--- config.mk ---
export PLATFORM = sky130hd
export DESIGN_NAME = alu_pipe
export DESIGN_NICKNAME = d
export VERILOG_FILES = /design/src/rtl/alu_pipe.sv
export SDC_FILE = /design/constraint.sdc
export NUM_CORES = 1
export LEC_CHECK = 0
export CAP_MARGIN = 25
export CORE_MARGIN = 4
export CORE_UTILIZATION = 45
export DETAILED_ROUTE_END_ITERATION = 16
export GPL_ROUTABILITY_DRIVEN = 0
export PLACE_DENSITY = 0.71
export SKIP_CTS_REPAIR_TIMING = 1
export SLEW_MARGIN = 20
export SYNTH_ARGS = -nofsm -noshare
export SYNTH_HDL_FRONTEND = slang
export SYNTH_SLANG_ARGS = --single-unit
export TNS_END_PERCENT = 10
--- constraint.sdc ---
create_clock -name soc_clk -period 7.83 [get_ports soc_clk]
set_clock_uncertainty 0.05 [all_clocks]
set_input_delay 1.1745 -clock soc_clk [delete_from_list [all_inputs] [get_ports soc_clk]]
set_output_delay 1.1745 -clock soc_clk [all_outputs]
set_load 0.03 [all_outputs]
--- src/rtl/alu_pipe.sv ---
// Handshaked RV32I-style ALU / branch comparator with an iterative shifter.
// Results and flags are registered and held until the consumer takes them.
module alu_pipe #(
  parameter int XLEN       = 32,
  parameter int SHIFT_STEP = 8
) (
  input  logic            soc_clk,
  input  logic            reset_b,
  input  logic            in_valid,
  output logic            in_ready,
  input  logic [XLEN-1:0] in_dat1,
  input  logic [XLEN-1:0] in_dat2,
  input  logic [2:0]      in_funct3,
  input  logic            in_diff,
  input  logic            in_branch,
  output logic            out_valid,
  input  logic            out_ready,
  output logic [XLEN-1:0] out_result,
  output logic            out_branch,
  output logic            out_zero,
  output logic            out_negative,
  output logic            out_overflow,
  output logic            out_carry,
  output logic            out_illegal
);
  localparam int SHW = $clog2(XLEN);
  localparam logic [SHW:0] STEP = (SHW+1)'(SHIFT_STEP);

  typedef enum logic [1:0] {IDLE = 2'd0, SHIFT = 2'd1, DONE = 2'd2} state_t;
  typedef enum logic [1:0] {SH_LL = 2'd0, SH_RL = 2'd1, SH_RA = 2'd2} shkind_t;

  state_t          state_r, state_nx;
  shkind_t         kind_r, kind_s;
  logic [SHW-1:0]  remaining_r, step_s, shamt_s;
  logic [XLEN-1:0] shift_val_r, shifted_s;
  logic [XLEN-1:0] result_r, res_s;
  logic [XLEN:0]   sum_s, sub_s;
  logic            branch_r, zero_r, negative_r, overflow_r, carry_r, illegal_r;
  logic            br_s, zero_s, ovf_s, cy_s, illegal_s, is_shift_s;
  logic            accept_s, shift_now_s, shift_last_s;

  // Decode and single-cycle execute straight from the offered operands
  always_comb begin
    sum_s      = {1'b0, in_dat1} + {1'b0, in_dat2};
    sub_s      = {1'b0, in_dat1} - {1'b0, in_dat2};
    shamt_s    = in_dat2[SHW-1:0];
    res_s      = '0;
    br_s       = 1'b0;
    ovf_s      = 1'b0;
    cy_s       = 1'b0;
    illegal_s  = 1'b0;
    is_shift_s = 1'b0;
    kind_s     = SH_LL;
    if (in_branch) begin
      if (in_diff) begin
        illegal_s = 1'b1;
      end else begin
        case (in_funct3)
          3'b000:  br_s = (in_dat1 == in_dat2);
          3'b001:  br_s = (in_dat1 != in_dat2);
          3'b100:  br_s = ($signed(in_dat1) < $signed(in_dat2));
          3'b101:  br_s = !($signed(in_dat1) < $signed(in_dat2));
          3'b110:  br_s = (in_dat1 < in_dat2);
          3'b111:  br_s = !(in_dat1 < in_dat2);
          default: illegal_s = 1'b1;
        endcase
      end
    end else if (in_diff) begin
      case (in_funct3)
        3'b000: begin
          res_s = sub_s[XLEN-1:0];
          cy_s  = sub_s[XLEN];
          ovf_s = (in_dat1[XLEN-1] != in_dat2[XLEN-1]) && (sub_s[XLEN-1] != in_dat1[XLEN-1]);
        end
        3'b101: begin
          res_s      = in_dat1;
          is_shift_s = 1'b1;
          kind_s     = SH_RA;
        end
        default: illegal_s = 1'b1;
      endcase
    end else begin
      case (in_funct3)
        3'b000: begin
          res_s = sum_s[XLEN-1:0];
          cy_s  = sum_s[XLEN];
          ovf_s = (in_dat1[XLEN-1] == in_dat2[XLEN-1]) && (sum_s[XLEN-1] != in_dat1[XLEN-1]);
        end
        3'b001: begin
          res_s      = in_dat1;
          is_shift_s = 1'b1;
          kind_s     = SH_LL;
        end
        3'b010:  res_s = {{(XLEN-1){1'b0}}, ($signed(in_dat1) < $signed(in_dat2))};
        3'b011:  res_s = {{(XLEN-1){1'b0}}, (in_dat1 < in_dat2)};
        3'b100:  res_s = in_dat1 ^ in_dat2;
        3'b101: begin
          res_s      = in_dat1;
          is_shift_s = 1'b1;
          kind_s     = SH_RL;
        end
        3'b110:  res_s = in_dat1 | in_dat2;
        3'b111:  res_s = in_dat1 & in_dat2;
        default: illegal_s = 1'b1;
      endcase
    end
    if (in_branch) begin
      zero_s = (in_dat1 == in_dat2);
    end else begin
      zero_s = (res_s == '0);
    end
  end

  // One iteration of the shifter; the arithmetic shift keeps refilling with the original sign
  always_comb begin
    if ({1'b0, remaining_r} > STEP) begin
      step_s = STEP[SHW-1:0];
    end else begin
      step_s = remaining_r;
    end
    case (kind_r)
      SH_LL:   shifted_s = shift_val_r << step_s;
      SH_RL:   shifted_s = shift_val_r >> step_s;
      SH_RA:   shifted_s = $signed(shift_val_r) >>> step_s;
      default: shifted_s = shift_val_r;
    endcase
    shift_last_s = (remaining_r == step_s);
  end

  // Handshake: DONE can retire and accept on the same edge
  always_comb begin
    case (state_r)
      IDLE:    in_ready = 1'b1;
      DONE:    in_ready = out_ready;
      default: in_ready = 1'b0;
    endcase
    accept_s    = in_valid && in_ready;
    shift_now_s = is_shift_s && !illegal_s && (shamt_s != '0);
  end

  // Next-state logic
  always_comb begin
    state_nx = state_r;
    case (state_r)
      IDLE: begin
        if (accept_s) begin
          state_nx = shift_now_s ? SHIFT : DONE;
        end else begin
          state_nx = IDLE;
        end
      end
      SHIFT: begin
        if (shift_last_s) begin
          state_nx = DONE;
        end else begin
          state_nx = SHIFT;
        end
      end
      DONE: begin
        if (accept_s) begin
          state_nx = shift_now_s ? SHIFT : DONE;
        end else if (out_ready) begin
          state_nx = IDLE;
        end else begin
          state_nx = DONE;
        end
      end
      default: state_nx = IDLE;
    endcase
  end

  // State register
  always_ff @(posedge soc_clk or posedge reset_b) begin
    if (reset_b) begin
      state_r <= IDLE;
    end else begin
      state_r <= state_nx;
    end
  end

  // Operand capture, shift iteration and result/flag registers
  always_ff @(posedge soc_clk or posedge reset_b) begin
    if (reset_b) begin
      remaining_r <= '0;
      shift_val_r <= '0;
      kind_r      <= SH_LL;
      result_r    <= '0;
      branch_r    <= 1'b0;
      zero_r      <= 1'b0;
      negative_r  <= 1'b0;
      overflow_r  <= 1'b0;
      carry_r     <= 1'b0;
      illegal_r   <= 1'b0;
    end else if (accept_s && shift_now_s) begin
      shift_val_r <= in_dat1;
      remaining_r <= shamt_s;
      kind_r      <= kind_s;
    end else if (accept_s) begin
      result_r    <= res_s;
      branch_r    <= br_s;
      zero_r      <= zero_s;
      negative_r  <= res_s[XLEN-1];
      overflow_r  <= ovf_s;
      carry_r     <= cy_s;
      illegal_r   <= illegal_s;
    end else if (state_r == SHIFT) begin
      shift_val_r <= shifted_s;
      remaining_r <= remaining_r - step_s;
      if (shift_last_s) begin
        result_r   <= shifted_s;
        branch_r   <= 1'b0;
        zero_r     <= (shifted_s == '0);
        negative_r <= shifted_s[XLEN-1];
        overflow_r <= 1'b0;
        carry_r    <= 1'b0;
        illegal_r  <= 1'b0;
      end
    end
  end

  assign out_valid    = (state_r == DONE);
  assign out_result   = result_r;
  assign out_branch   = branch_r;
  assign out_zero     = zero_r;
  assign out_negative = negative_r;
  assign out_overflow = overflow_r;
  assign out_carry    = carry_r;
  assign out_illegal  = illegal_r;
endmodule

* Yosys cells after proc, flatten, opt, wreduce, memory -nomap -nowiden *
Cells that the tools add are included.

storage, ports and cells
  register bits = 79
  latch bits = 0
  memory bits (writable) = 0
  ROM bits = 0
  bits of input ports = 73
  output and inout port bits = 40
  logic and storage cells = 125
  memories = 0

cells by class
  add/subtract/negate cells = 3
  $mul = 0
  divide/modulo/power cells = 0
  $lt $le $gt $ge = 3
  equal/unequal tests = 19
  shifts and indexed selects = 3
  muxes and demuxes = 59
  bitwise operators = 4
  reductions and logical operators = 23

operator list
  cell                                                                    count
  32-bit 2-to-1 mux                                                       8
  32-bit case mux with 7 select lines                                     1
  32-bit case mux with 3 select lines                                     1
  32-bit logical NOT                                                      2
  32-bit < comparator                                                     2
  32-bit case mux with 2 select lines                                     1
  32-bit by 32-bit adder with 33-bit output                               1
  1-bit 2-to-1 mux                                                        33
  32-bit by 32-bit subtractor with 33-bit output                          1
  32-bit bitwise AND                                                      1
  32-bit equality test                                                    1
  32-bit != test                                                          1
  32-bit OR                                                               1
  32-bit by 5-bit left shift with 32-bit output                           1
  32-bit by 5-bit right shift with 32-bit output                          1
  32-bit by 5-bit >>> shifter with 32-bit output                          1
  32-bit XOR                                                              1
  5-bit 2-to-1 mux                                                        4
  2-bit 2-to-1 mux                                                        8
  3-bit equality test (second input constant)                             4
  3-bit by 2-bit equality test with 1-bit output (second input constant)  2
  1-bit logical AND                                                       6
  1-bit case mux with 6 select lines                                      1
  2-bit case mux with 3 select lines                                      1
  20 further kinds                                                        30

* Longest topological paths before layout *
  word-level depth = 11
  depth in mapped cells = 15
  mapped depth without buffers = 15

* Least setup slack after synthesis *
Ideal clock, no wire load.

  path kind = input -> register
  start = input port in_dat1[0]
  end = register zero_r (netlist: out_zero)
  setup time = 0.110 ns
  arrival time = 4.082 ns
  data required time = 7.670 ns
  setup slack = 3.588 ns
  stages = 15
  path buffers = 0
  path through = inv_1 > ha_1 > inv_1 > fa_1 > nor2b_1 > o311ai_1 > a31oi_1 > or2_1 > a211o_1 > a21oi_1 > and4_1 > nand4_1 > nor4bb_1 > nand4_1 > o41ai_1

on the way
  longest elaborated chain between the ends = 7
  elaborated cells between the ends (all ways) = 15
  classes of those cells = 2 x add/sub; 2 x order compare; 1 x eq/ne; 6 x mux; 3 x bitwise; 1 x reduce/logical

RTL lines
  what                                                                                               RTL line  text
  start, declared                                                                                    11        input logic [XLEN-1:0] in_dat1,
  32-bit by 32-bit adder with 33-bit output, or another cell as far along                            44        sum_s = {1'b0, in_dat1} + {1'b0, in_dat2};
  32-bit case mux with 7 select lines / 32-bit case mux with 2 select lines (equally long branches)  83, 69
  32-bit 2-to-1 mux                                                                                  68        end else if (in_diff) begin
  32-bit 2-to-1 mux                                                                                  54        if (in_branch) begin
  32-bit logical NOT                                                                                 110       zero_s = (res_s == '0);
  1-bit 2-to-1 mux *                                                                                 107       if (in_branch) begin
  1-bit 2-to-1 mux *                                                                                 198       end else if (accept_s) begin
  end signal, assigned                                                                               201       zero_r <= zero_s;
  end signal, assigned                                                                               212       zero_r <= (shifted_s == '0);
  end, declared                                                                                      38        logic branch_r, zero_r, negative_r, overflow_r, carry_r, illegal_r;

Every way passes the cells marked *; elsewhere a longest branch is shown, timed or not.
A chain may end at the register's enable or synchronous reset.

* Final worst setup path *
  start = input port in_dat1[10]
  end = register zero_r (netlist: out_zero)

Same word-level chain as after synthesis.

==> impl_metrics.toml <==
[critical_path]
worst-path-max-fanout = 15
worstPathArrival_ns = 5.85
crit_path_max_incr_delay_ns = 0.73
critPathCaptureType = "flip-flop"
start_kind = "primary input"
crit_chain = "clkdlybuf4s50_1, inv_1, ha_1, nor4_1, a21oi_1, a31oi_1, nor2_1, o21ai_1, a221oi_1, mux2_2, nor3b_1, a211oi_1, nand4_1, o41ai_1"
crit_path_top_delay_cell = "nor4_1"
path_buf_inv = 2
reg2reg_slack_ns = 2.94
worst-endpoint-required_ns = 8.01
timing_worst_setup_path_type = "primary input to flip-flop"
critical_path.top_delay_family = "compound AO/OA/AOI/OAI gates"

[pwr]
p_leak_nw = 6.09
cell_internal_pwr_mw = 2.25
power_mw = 5.18
power.clock.fraction_pct = 8.8
comb_power_share_pct = 69.9
worst_ir_drop_vdd_mv = 0.161
share_of_total_power_in_sequential_cells_pct = 21.2
power-per-cell-area_nw_per_um2 = 336
power.net_switching_mw = 2.93
p_sw_share_pct = 56.5

[route]
detail_route.vias_per_cell = 7.26
drc = 0
dr_total_vias = 17300
drt_iter0_drc = 3010
routed_wirelength_mm = 58.2
drtAntennaViolNets = 0
wl_per_cell_microns = 24.4
drt_pre_antenna_iters = 6

[sta]
final.setup.worst_slack_ns = 2.16
fmaxAchievable_ghz = 0.176
final-setup-viol-count = 0
finalHoldViolCount = 0
relSlewSlack_pct = 30.9
final_min_period_over_clock_period_pct = 72.4
tightestPinTransition_ns = 1.04
timing.final.max_slew_violations = 0
setup_tns_ns = 0
grt_setup_unrepaired = "no"
layout_min_cycle_time_ns = 5.67

[yosys]
ys_seq_elements = 78
netlist_area_sq_um = 13900
sequential_fraction_of_the_synthesis_area_pct = 14.0
cell_variety_after_synth = 88
synth_area_per_cell_sq_um = 6.91
number_of_enable_type_register_cells_in_the_synthesized_netlist = 0
asyncSetResetFlopFracSynth_pct = 100
synth_cells = 2018
ys_warn_count = 0
postSynthNetCount = 2190
yosys_most_used_dff = "dfrtp_1"

[run]
drv.max_cap_violation_count = 0

[cells_and_area]
antenna_cells = 0
layout_commonest_cell = "a21oi_1"
layout_common_cells = "a21oi_1, nor2_1, nand2_1"
final_cells = 2381
post_route_cells_drive_above_1_share_pct = 5.99
area.growth.synth_to_final_pct = 10.4
num-fill-cells = 3027
final_util_pct = 50.3
fin_nets = 2152

[placement]
hpwlAfterDp_mm = 42.3
numPortBuffers = 112
place_worst_setup_slack_ns = 1.99
dp.cells = 2365

[outcome]
outcome = "finished clean"

[floorplanning]
initial_core_util_pct = 45.6
ios = 113
dieHeight_microns = 184
chipWidth_microns = 184
rows = 64
fp.dieArea_sq_um = 33900
core_region_area_sq_um = 30600

[min_path]
class_of_the_most_critical_hold_timing_path = "flip-flop to flip-flop"

[clock_network]
clock_tree.buffer_depth = 2
clock_latency_ns = 0.34
cts_tree = "built"
cts.reportedPaths.clkPinSlew_ns = 0.07
numCtsBuffers = 9
ctsRootBufferMaster = "clkbuf_16"
clock_tree.htree_level_count = 3
cts_sinks = 78

[grt]
groute.usage.overall_pct = 32.7
grt_start_max_net_pins = 61
grt_pass1_vias = 15700
number_of_antenna_violations_at_the_first_check_in_global_routing = 1
grt-ovfl-total = 0
grt_first_pass_wirelength_mm = 89.6
-- cells in the mapped netlist (17+ instances only) --
cell type / n / area, sq um
a211oi_1: 33 / 248
nor2_1: 198 / 743
a221oi_1: 41 / 359
ha_1: 97 / 1210
o21ai_0: 141 / 706
a21o_1: 17 / 128
nand3_1: 32 / 160
o31ai_1: 27 / 203
o22ai_1: 42 / 263
clkbuf_1: 152 / 571
buf_1: 24 / 90.1
a31oi_1: 30 / 188
a22oi_1: 34 / 255
mux4_2: 19 / 428
nand2_1: 195 / 732
or3_1: 17 / 106
mux2i_1: 53 / 531
nand2b_1: 20 / 125
a21oi_1: 205 / 1030
o221ai_1: 28 / 245
inv_1: 106 / 398
nand4_1: 20 / 125
xnor2_1: 26 / 228
nor4_1: 21 / 131
o211ai_1: 31 / 233
dfrtp_1: 78 / 1950
nor3_1: 47 / 235
-- final timing paths --
check                      depth (start not counted)            from             end
max                                               14     in_dat1[10]        out_zero
min                                                2  out_result[26]  out_result[26]
max reg2reg                                       12  remaining_r[4]        out_zero
min reg2reg                                        2  out_result[26]  out_result[26]
max in group asynchronous                          3         reset_b  remaining_r[2]
min in group asynchronous                          2         reset_b  out_result[26]
-- per-stage QoR --
| step | instance area [sq um] | hold slack [ns] |
|---|---|---|
| 2_1_floorplan | 13900 | 0.476 |
| 3_3_place_gp | 15100 | 0.405 |
| 3_5_place_dp | 15100 | 0.416 |
| 4_1_cts | 15400 | 0.430 |
| 5_1_grt | 15400 | 0.453 |
| 6_report | 15400 | 0.431 |
-- logic make-up after synthesis --
group	Yosys count	share of synthesized area [%]
AOI/OAI and AO/OA	780	37.0
xor gates and xnor gates	31	1.95
adders and majority gates	99	8.99
buffers and inverters	308	8.60
DFF	78	14.0
muxes	89	8.25
other	1	0.0269
and+or+nand+nor	632	21.2
-- sequential cells by signal, summed over array words and instances, names as in the netlist --
| register | count |
|---|---|
| out_carry | 1 |
| out_illegal | 1 |
| kind_r | 2 |
| shift_val_r | 32 |
| state_r | 2 |
| out_overflow | 1 |
| out_result | 32 |
| remaining_r | 5 |
| out_branch | 1 |
| out_zero | 1 |
-- power groups by stage --
| stage | Clock (mW) | Sequential [mW] | Combinational [mW] |
|---|---|---|---|
| 2_1_floorplan | 0 | 0.850 | 2.54 |
| 6_report | 0.456 | 1.10 | 3.62 |
| 5_1_grt | 0.474 | 1.11 | 3.83 |
| 4_1_cts | 0.458 | 1.05 | 3.49 |
| 3_3_place_gp | 0 | 1.06 | 3.43 |
| 3_5_place_dp | 0 | 1.06 | 3.47 |
-- tightest hold or removal path, delay by kind of cell, from the launching register on --
kind,cells,cell delay [ns]
and+or+nand+nor,2,0.10
DFF,1,0.34
-- layer usage --
layer  up-vias  track usage (%)  part of all wire, %
met2      1532             50.4                   43
met4         2             17.1                  7.2
met3       374             7.30                   14
met5         -                0                0.022
met1      7926             42.7                   36
li1       7448                -                    -
-- final cells by class --
cell class	instances	area (sq um)	share of cell area (%)
timing repair buffer	147	1370	8.89
inverter	112	422	2.74
sequential	78	1950	12.7
clock inverter	7	97.6	0.634
multi-input combinational	1632	10800	70.4
tap	396	495	3.22
clock buffer	9	225	1.46
No activity file was read; power rests on OpenSTA's default activity.
